**config.mk**
```make
export PLATFORM = sky130hd
export DESIGN_NAME = pipe_readout_fsm
export DESIGN_NICKNAME = d
export VERILOG_FILES = /design/src/rtl/pipe_readout_fsm.sv
export SDC_FILE = /design/constraint.sdc
export NUM_CORES = 1
export LEC_CHECK = 0
export CAP_MARGIN = 0
export CORE_ASPECT_RATIO = 0.7
export CORE_MARGIN = 1.5
export CORE_UTILIZATION = 44
export CTS_CLUSTER_SIZE = 28
export DETAILED_ROUTE_END_ITERATION = 10
export GPL_TIMING_DRIVEN = 0
export PLACE_DENSITY = 0.76
export SLEW_MARGIN = 20
export SYNTH_ARGS = -nofsm -noshare
export SYNTH_HDL_FRONTEND = slang
export SYNTH_SLANG_ARGS = --single-unit
```
**constraint.sdc**
```tcl
create_clock -name CLK -period 1.76 [get_ports CLK]
set_clock_uncertainty 0.1 [all_clocks]
set_input_delay 0.352 -clock CLK [delete_from_list [all_inputs] [get_ports CLK]]
set_output_delay 0.352 -clock CLK [all_outputs]
set_load 0.01 [all_outputs]
```
**src/rtl/pipe_readout_fsm.sv**
```systemverilog
// ---------------------------------------------------------------------------
// pipe_readout_fsm
//
// Read-side controller for the sample pipeline. Each accepted trigger starts
// a fixed-length capture of NSAMP valid samples from the delayed pipeline
// output. The captured samples, followed by an optional trailer word that
// carries the event number, are written into the downstream event buffer.
// Completed events and rejected triggers are counted.
//
// Build option:
//   PIPE_RO_TRAILER_EN  defined   -> trailer word (event number, OUT_LAST=1)
//                                    follows the last sample.
//                       undefined -> no trailer; OUT_LAST marks sample NSAMP.
//
// Parameters:
//   NSAMP  samples per trigger (1..255)
//   DW     sample / output word width (8..24)
//
// Ports:
//   CLK        clock, rising edge
//   RST        synchronous active-low reset
//   RUN        pipeline running
//   TRIG       trigger pulse
//   PIPE_DV    PIPE_DO valid
//   PIPE_DO    delayed pipeline sample
//   OUT_AFULL  event buffer cannot take a full event
//   OUT_WE     event buffer write strobe          (registered)
//   OUT_DATA   sample or trailer word             (registered)
//   OUT_LAST   final word of an event             (registered)
//   BUSY       state is not IDLE                  (registered)
//   ABORT      capture truncated by RUN dropping  (registered)
//   EVT_CNT    completed events, wraps            (registered)
//   LOST_CNT   rejected triggers, saturates       (registered)
// ---------------------------------------------------------------------------
module pipe_readout_fsm #(
  parameter int unsigned NSAMP = 8,
  parameter int unsigned DW    = 12
) (
  input  logic          CLK,
  input  logic          RST,
  input  logic          RUN,
  input  logic          TRIG,
  input  logic          PIPE_DV,
  input  logic [DW-1:0] PIPE_DO,
  input  logic          OUT_AFULL,
  output logic          OUT_WE,
  output logic [DW-1:0] OUT_DATA,
  output logic          OUT_LAST,
  output logic          BUSY,
  output logic          ABORT,
  output logic [23:0]   EVT_CNT,
  output logic [7:0]    LOST_CNT
);

  localparam int unsigned CNT_W  = 8;
  localparam int unsigned EVT_W  = 24;
  localparam int unsigned LOST_W = 8;

  localparam logic [1:0] ST_IDLE    = 2'd0;
  localparam logic [1:0] ST_CAPTURE = 2'd1;
`ifdef PIPE_RO_TRAILER_EN
  localparam logic [1:0] ST_TRAILER = 2'd2;
`endif

  localparam logic [CNT_W-1:0]  SAMP_TARGET = CNT_W'(NSAMP);
  localparam logic [LOST_W-1:0] LOST_MAX    = '1;

  // State, sample counter and registered outputs
  logic [1:0]        state_q,    state_d;
  logic [CNT_W-1:0]  cnt_q,      cnt_d;
  logic              out_we_q,   out_we_d;
  logic [DW-1:0]     out_data_q, out_data_d;
  logic              out_last_q, out_last_d;
  logic              busy_q,     busy_d;
  logic              abort_q,    abort_d;
  logic [EVT_W-1:0]  evt_cnt_q,  evt_cnt_d;
  logic [LOST_W-1:0] lost_cnt_q, lost_cnt_d;

  logic              lost_inc;
  logic [CNT_W-1:0]  cnt_inc;

  assign cnt_inc = cnt_q + CNT_W'(1);

  // Next-state and next-output logic
  always_comb begin
    state_d    = state_q;
    cnt_d      = cnt_q;
    out_we_d   = 1'b0;
    out_data_d = out_data_q;
    out_last_d = 1'b0;
    abort_d    = 1'b0;
    evt_cnt_d  = evt_cnt_q;
    lost_inc   = 1'b0;

    case (state_q)
      ST_IDLE: begin
        if (TRIG) begin
          // Buffer-space check happens only here, never during a capture
          if (RUN && !OUT_AFULL) begin
            state_d = ST_CAPTURE;
            cnt_d   = '0;
          end else begin
            lost_inc = 1'b1;
          end
        end
      end

      ST_CAPTURE: begin
        // Triggers are not queued while an event is in flight
        lost_inc = TRIG;
        if (!RUN) begin
          // Losing RUN beats both the sample write and event completion
          state_d = ST_IDLE;
          abort_d = 1'b1;
        end else if (PIPE_DV) begin
          out_we_d   = 1'b1;
          out_data_d = PIPE_DO;
          cnt_d      = cnt_inc;
          if (cnt_inc == SAMP_TARGET) begin
`ifdef PIPE_RO_TRAILER_EN
            state_d = ST_TRAILER;
`else
            state_d    = ST_IDLE;
            out_last_d = 1'b1;
            evt_cnt_d  = evt_cnt_q + EVT_W'(1);
`endif
          end
        end
      end

`ifdef PIPE_RO_TRAILER_EN
      ST_TRAILER: begin
        lost_inc = TRIG;
        state_d  = ST_IDLE;
        if (!RUN) begin
          abort_d = 1'b1;
        end else begin
          // Trailer carries the event number before this event is counted
          out_we_d   = 1'b1;
          out_data_d = evt_cnt_q[DW-1:0];
          out_last_d = 1'b1;
          evt_cnt_d  = evt_cnt_q + EVT_W'(1);
        end
      end
`endif

      default: begin
        state_d = ST_IDLE;
      end
    endcase

    busy_d = (state_d != ST_IDLE);

    if (lost_inc && (lost_cnt_q != LOST_MAX)) begin
      lost_cnt_d = lost_cnt_q + LOST_W'(1);
    end else begin
      lost_cnt_d = lost_cnt_q;
    end
  end

  // State and output registers
  always_ff @(posedge CLK) begin
    if (!RST) begin
      state_q    <= ST_IDLE;
      cnt_q      <= '0;
      out_we_q   <= 1'b0;
      out_data_q <= '0;
      out_last_q <= 1'b0;
      busy_q     <= 1'b0;
      abort_q    <= 1'b0;
      evt_cnt_q  <= '0;
      lost_cnt_q <= '0;
    end else begin
      state_q    <= state_d;
      cnt_q      <= cnt_d;
      out_we_q   <= out_we_d;
      out_data_q <= out_data_d;
      out_last_q <= out_last_d;
      busy_q     <= busy_d;
      abort_q    <= abort_d;
      evt_cnt_q  <= evt_cnt_d;
      lost_cnt_q <= lost_cnt_d;
    end
  end

  assign OUT_WE   = out_we_q;
  assign OUT_DATA = out_data_q;
  assign OUT_LAST = out_last_q;
  assign BUSY     = busy_q;
  assign ABORT    = abort_q;
  assign EVT_CNT  = evt_cnt_q;
  assign LOST_CNT = lost_cnt_q;

endmodule

```
# ---- Word level (Yosys, flattened, before mapping)
# Index checks and enable logic that the tools add are counted.
# Widths: inputs -> output; s select.
dict set report word_totals {
  in_bits 18
  reg_bits 58
  elab_cells 48
  out_inout_bits 48
}
dict set report classes {
  eq_ne 7
  n_mux 17
  n_addsub 3
  reduce_logical 12
}
# op n
set op_table {}
lappend op_table {{$mux 8} 4}
lappend op_table {{$add 24x1->24 const B} 1}
lappend op_table {{$add 8x1->8 const B} 2}
lappend op_table {{$pmux 8 s2} 1}
lappend op_table {{$mux 2} 5}
lappend op_table {{$eq 8x4->1 const B} 1}
lappend op_table {{$ne 2x2->1 const B} 4}
lappend op_table {{$ne 8x8->1 const B} 1}
lappend op_table {{$reduce_and 4->1} 2}
lappend op_table {{$reduce_and 3->1} 2}
lappend op_table {{$mux 1} 5}
lappend op_table {{$reduce_and 5->1} 1}
lappend op_table {{$pmux 2 s2} 1}
lappend op_table {{$reduce_bool 2->1} 2}
lappend op_table {{$eq 2x1->1 const B} 1}
lappend op_table {{$logic_and 1x1->1} 2}
lappend op_table {{$logic_not 2->1} 1}
lappend op_table {{$pmux 1 s2} 1}
lappend op_table {{$reduce_and 2->1} 1}
lappend op_table {{$logic_not 1->1} 1}

# ---- Depth between registers and ports, before layout
dict set report logic_depth {
  ltp_word 7
  ltp_mapped 6
  mapped_depth_nobuf 6
}

# ---- Worst setup path after synthesis
# No wires, ideal clock.
dict set report synth_path {
  kind {reg-to-reg}
  from {register evt_cnt_q[2] (netlist: EVT_CNT[2])}
  to {register evt_cnt_q[17] (netlist: EVT_CNT[17])}
  synth_period_minus_slack_ns 1.930
  t_required_ns 1.590
  slack_ns -0.170
  setup_time_ns 0.070
  stages_incl_launch_ff 7
  arrival_ns 1.759
  path_buffers 1
  cell_sequence {dfxtp_1 and3_1 nand4_1 or3_1 buf_2 or4_1 a21oi_1}
}
dict set report synth_via {
  elab_chain_len 1
}
# item line_no
set synth_lines {}
lappend synth_lines {{from (decl)} 76} ;# logic [EVT_W-1:0] evt_cnt_q, evt_cnt_d;
lappend synth_lines {{from (signal assigned)} 181} ;# evt_cnt_q <= evt_cnt_d;
lappend synth_lines {{$add 24x1->24} 125} ;# evt_cnt_d = evt_cnt_q + EVT_W'(1);
# No other way between the ends.
# A chain may end at the register's enable or synchronous reset.

# ---- Worst setup path after layout
dict set report layout_path {
  from {register state_q[1]}
  to {register evt_cnt_q[17] (netlist: EVT_CNT[17])}
}
dict set report layout_via {
  elab_chain_len 2
}
# item line_no
set layout_lines {}
lappend layout_lines {{from (decl)} 69} ;# logic [1:0] state_q, state_d;
lappend layout_lines {{from (signal assigned)} 174} ;# state_q <= state_d;
lappend layout_lines {{$eq 2x1->1} 95} ;# case (state_q)
lappend layout_lines {{$reduce_and 4->1 (no source line)} n/a}
# No other way between the ends.

==> flow_summary.json <==
{
  "start_util": 0.470,
  "final_cells": 477,
  "numCtsBuffers": 9,
  "grt_pass1_vias": 2437,
  "die_w_um": 94.0,
  "post-route-period-util": 1.11,
  "maxCapViolCount": 0,
  "diodes": 0,
  "setup_viol": 15,
  "port_buffers": 64,
  "drive_gt1_frac": 0.264,
  "synth_area_sq_um": 2550,
  "setup_tns_ns": -1.86,
  "met1_usage": 0.320,
  "leakagePower_nw": 1.64,
  "die_area_sq_um": 6270,
  "slew_violations": 0,
  "routed_wl_um": 7690,
  "firstDrtPassIters": 4,
  "layout_min_cycle_time_ns": 1.96,
  "critPathArrivalTime_ns": 2.13,
  "end_kind": "register",
  "netlist_instances": 306,
  "setup_ws_ns": -0.202,
  "critPathSlowestCell": "or4_1",
  "wl_per_cell_um": 16.1,
  "critPathKind": "register to register",
  "clk_latency_ns": 0.35,
  "fmax_ghz": 0.510,
  "chipHeight_um": 66.7,
  "placed_area_sq_um": 3370,
  "antenna_found_initial": 0,
  "clk_pin_slew_ns": 0.07,
  "postLayoutCellArea_sq_um": 4050,
  "yosysWarnings": 0,
  "synth_edf_count": 0,
  "tritoncts_num_sinks": 58,
  "drt-initial-drc-count": 151,
  "nets": 421,
  "whs_ns": 0.317,
  "vias": 2663,
  "dp_cells": 442,
  "root_buffer": "clkbuf_8",
  "gr-total-overflow": 0,
  "clock_path_buffers": 2,
  "cp.depth": 6,
  "critPathRequiredTime_ns": 1.93,
  "peakVddDrop_v": 0.000761,
  "ioPinCount": 66,
  "tritoncts": "yes",
  "crit_buf_inv": 1,
  "met3_usage": 0.0959,
  "grt_max_degree": 11,
  "holdPathStages": 2,
  "yosysSeqAreaShare": 0.456,
  "slew_headroom": 0.621,
  "drc": 0,
  "grt_pass1_wl_um": 11600,
  "syn2layout_area_growth_pct": 59.1,
  "grt_util_met2": 0.369,
  "dp_slack_ns": -0.761,
  "hold_path_class": "primary input to register",
  "layout_common_cells": "49 x clkdlybuf4s50_1, 40 x nand2_1, 32 x nor2_1, 31 x a21oi_1, 30 x dfxtp_1",
  "worstPathCellList": "and4b_1, nand4_1, or3_1, buf_6, or4_1, a21oi_1",
  "drtAntennaViolNets": 0,
  "syn-num-nets": 327,
  "grt_use_total": 0.245,
  "synth_cell_types": 41,
  "rsz0062_at_grt": "true",
  "synth_seq_cells": 58,
  "place_congestion": 0.841,
  "slowest_delay_ns": 0.39,
  "synthArstFlopShare": 0,
  "h-tree-depth": 3,
  "tightest_slew_ns": 0.568,
  "vias_per_cell": 5.58,
  "critPathTopFamily": "simple AND/OR/NAND/NOR gates",
  "synthFlopType": "dfxtp_1",
  "nFillCells": 412,
  "dp_hpwl_um": 4480,
  "violations": "setup timing",
  "rows": 22,
  "finalHoldViolations": 0,
  "final_common_cell": "clkdlybuf4s50_1",
  "cp_max_fo": 7,
  "core_sq_um": 5420,
  "start_kind": "register",
  "ff2ff_path_depth": 6,
  "syn_avg_cell_area_sq_um": 8.33,
  "outcome": "complete, but fails checks",
  "power-per-cell-area_nw_per_um2": 673,
  "top_usage_layer": "met2"
}
-- state kept, by name, indices dropped and copies added (netlist names) --
| name | cells |
|---|---|
| BUSY | 1 |
| OUT_LAST | 1 |
| LOST_CNT | 8 |
| EVT_CNT | 24 |
| cnt_q | 8 |
| OUT_DATA | 12 |
| ABORT | 1 |
| OUT_WE | 1 |
| state_q | 2 |
-- worst reg2reg max path, cell delays in order, from the launching register on --
cell	delay [ns]
dfxtp_4	0.34
and4b_1	0.28
nand4_1	0.15
or3_1	0.35
buf_6	0.14
or4_1	0.39
a21oi_1	0.13
-- report_power, final --
part	switching (mW)	internal (mW)	leakage, nW
sequential	0.00641	1.31	0.484
combinational	0.0600	0.0574	1.05
clock	0.532	0.769	0.107
total	0.598	2.13	1.64
-- logic make-up (layout without fill, tap and decap cells) --
| kind of cell | Yosys count | count (layout) | synth area share |
|---|---|---|---|
| simple gates | 148 | 149 | 0.302 |
| fa+ha+maj | 3 | 3 | 0.0147 |
| compound gates | 55 | 55 | 0.116 |
| flops | 58 | 58 | 0.456 |
| other cells | 1 | 1 | 0.00147 |
| xor+xnor | 17 | 17 | 0.0584 |
| buf+inv | 18 | 116 | 0.0275 |
| mux | 6 | 6 | 0.0236 |
-- path summary, 6_finish.rpt --
check                            from                  endpoint  slack, ns
max             state_q[1]$_SDFF_PN0_  EVT_CNT[17]$_SDFFE_PN0P_      -0.20
min                               RUN          ABORT$_SDFF_PN0_       0.32
max reg2reg     state_q[1]$_SDFF_PN0_  EVT_CNT[17]$_SDFFE_PN0P_      -0.20
min reg2reg  OUT_DATA[2]$_SDFFE_PN0P_  OUT_DATA[2]$_SDFFE_PN0P_       0.35
-- repair_timing --
action	in CTS	in global routing
gates cloned	1	0
pin swaps	20	14
gates resized for setup	49	51
hold buffers	0	0
setup buffers	8	13
endpoints found under the setup margin	59	59
-- routing by layer --
layer,wire length (um),vias to the layer above
met5,0,-
met4,147,0
met3,575,14
met2,3510,90
met1,3460,1276
li1,-,1283
-- final cells by class --
class                   count  area, sq um  share of cell area
multi-input cells         231         1630               0.402
inverters                   4         15.0             0.00370
clock inverters             2         35.0             0.00864
clock buffers              14          173              0.0426
well taps                  72         90.1              0.0222
repair buffers             84          817               0.202
plain buffers              12         73.8              0.0182
flip-flops and latches     58         1220               0.301
-- through the flow --
stage / util / power, mW
CTS: 0.698 / 2.73
floorplan: - / 1.39
global route: 0.748 / 2.81
detailed placement: 0.622 / 1.45
global placement: 0.622 / 1.45
finish: 0.748 / 2.73
-- cells in the mapped netlist (3+ instances only) --
| cell type | number | area [sq um] |
|---|---|---|
| dfxtp_1 | 58 | 1160 |
| nand2_1 | 42 | 158 |
| a21oi_1 | 33 | 165 |
| nor2_1 | 32 | 120 |
| xnor2_1 | 17 | 149 |
| o21ai_0 | 13 | 65.1 |
| nor4_1 | 11 | 68.8 |
| clkbuf_1 | 10 | 37.5 |
| nand3_1 | 10 | 50.1 |
| or3_1 | 10 | 62.6 |
| nand4_1 | 9 | 56.3 |
| nor4b_1 | 7 | 61.3 |
| mux2i_1 | 6 | 60.1 |
| nand2b_1 | 4 | 25.0 |
| and2_1 | 3 | 18.8 |
| and3_1 | 3 | 18.8 |
| ha_1 | 3 | 37.5 |
| inv_1 | 3 | 11.3 |
| nor3_1 | 3 | 15.0 |
| nor3b_1 | 3 | 22.5 |
| or4_1 | 3 | 22.5 |
No activity file was read; power rests on OpenSTA's default activity.
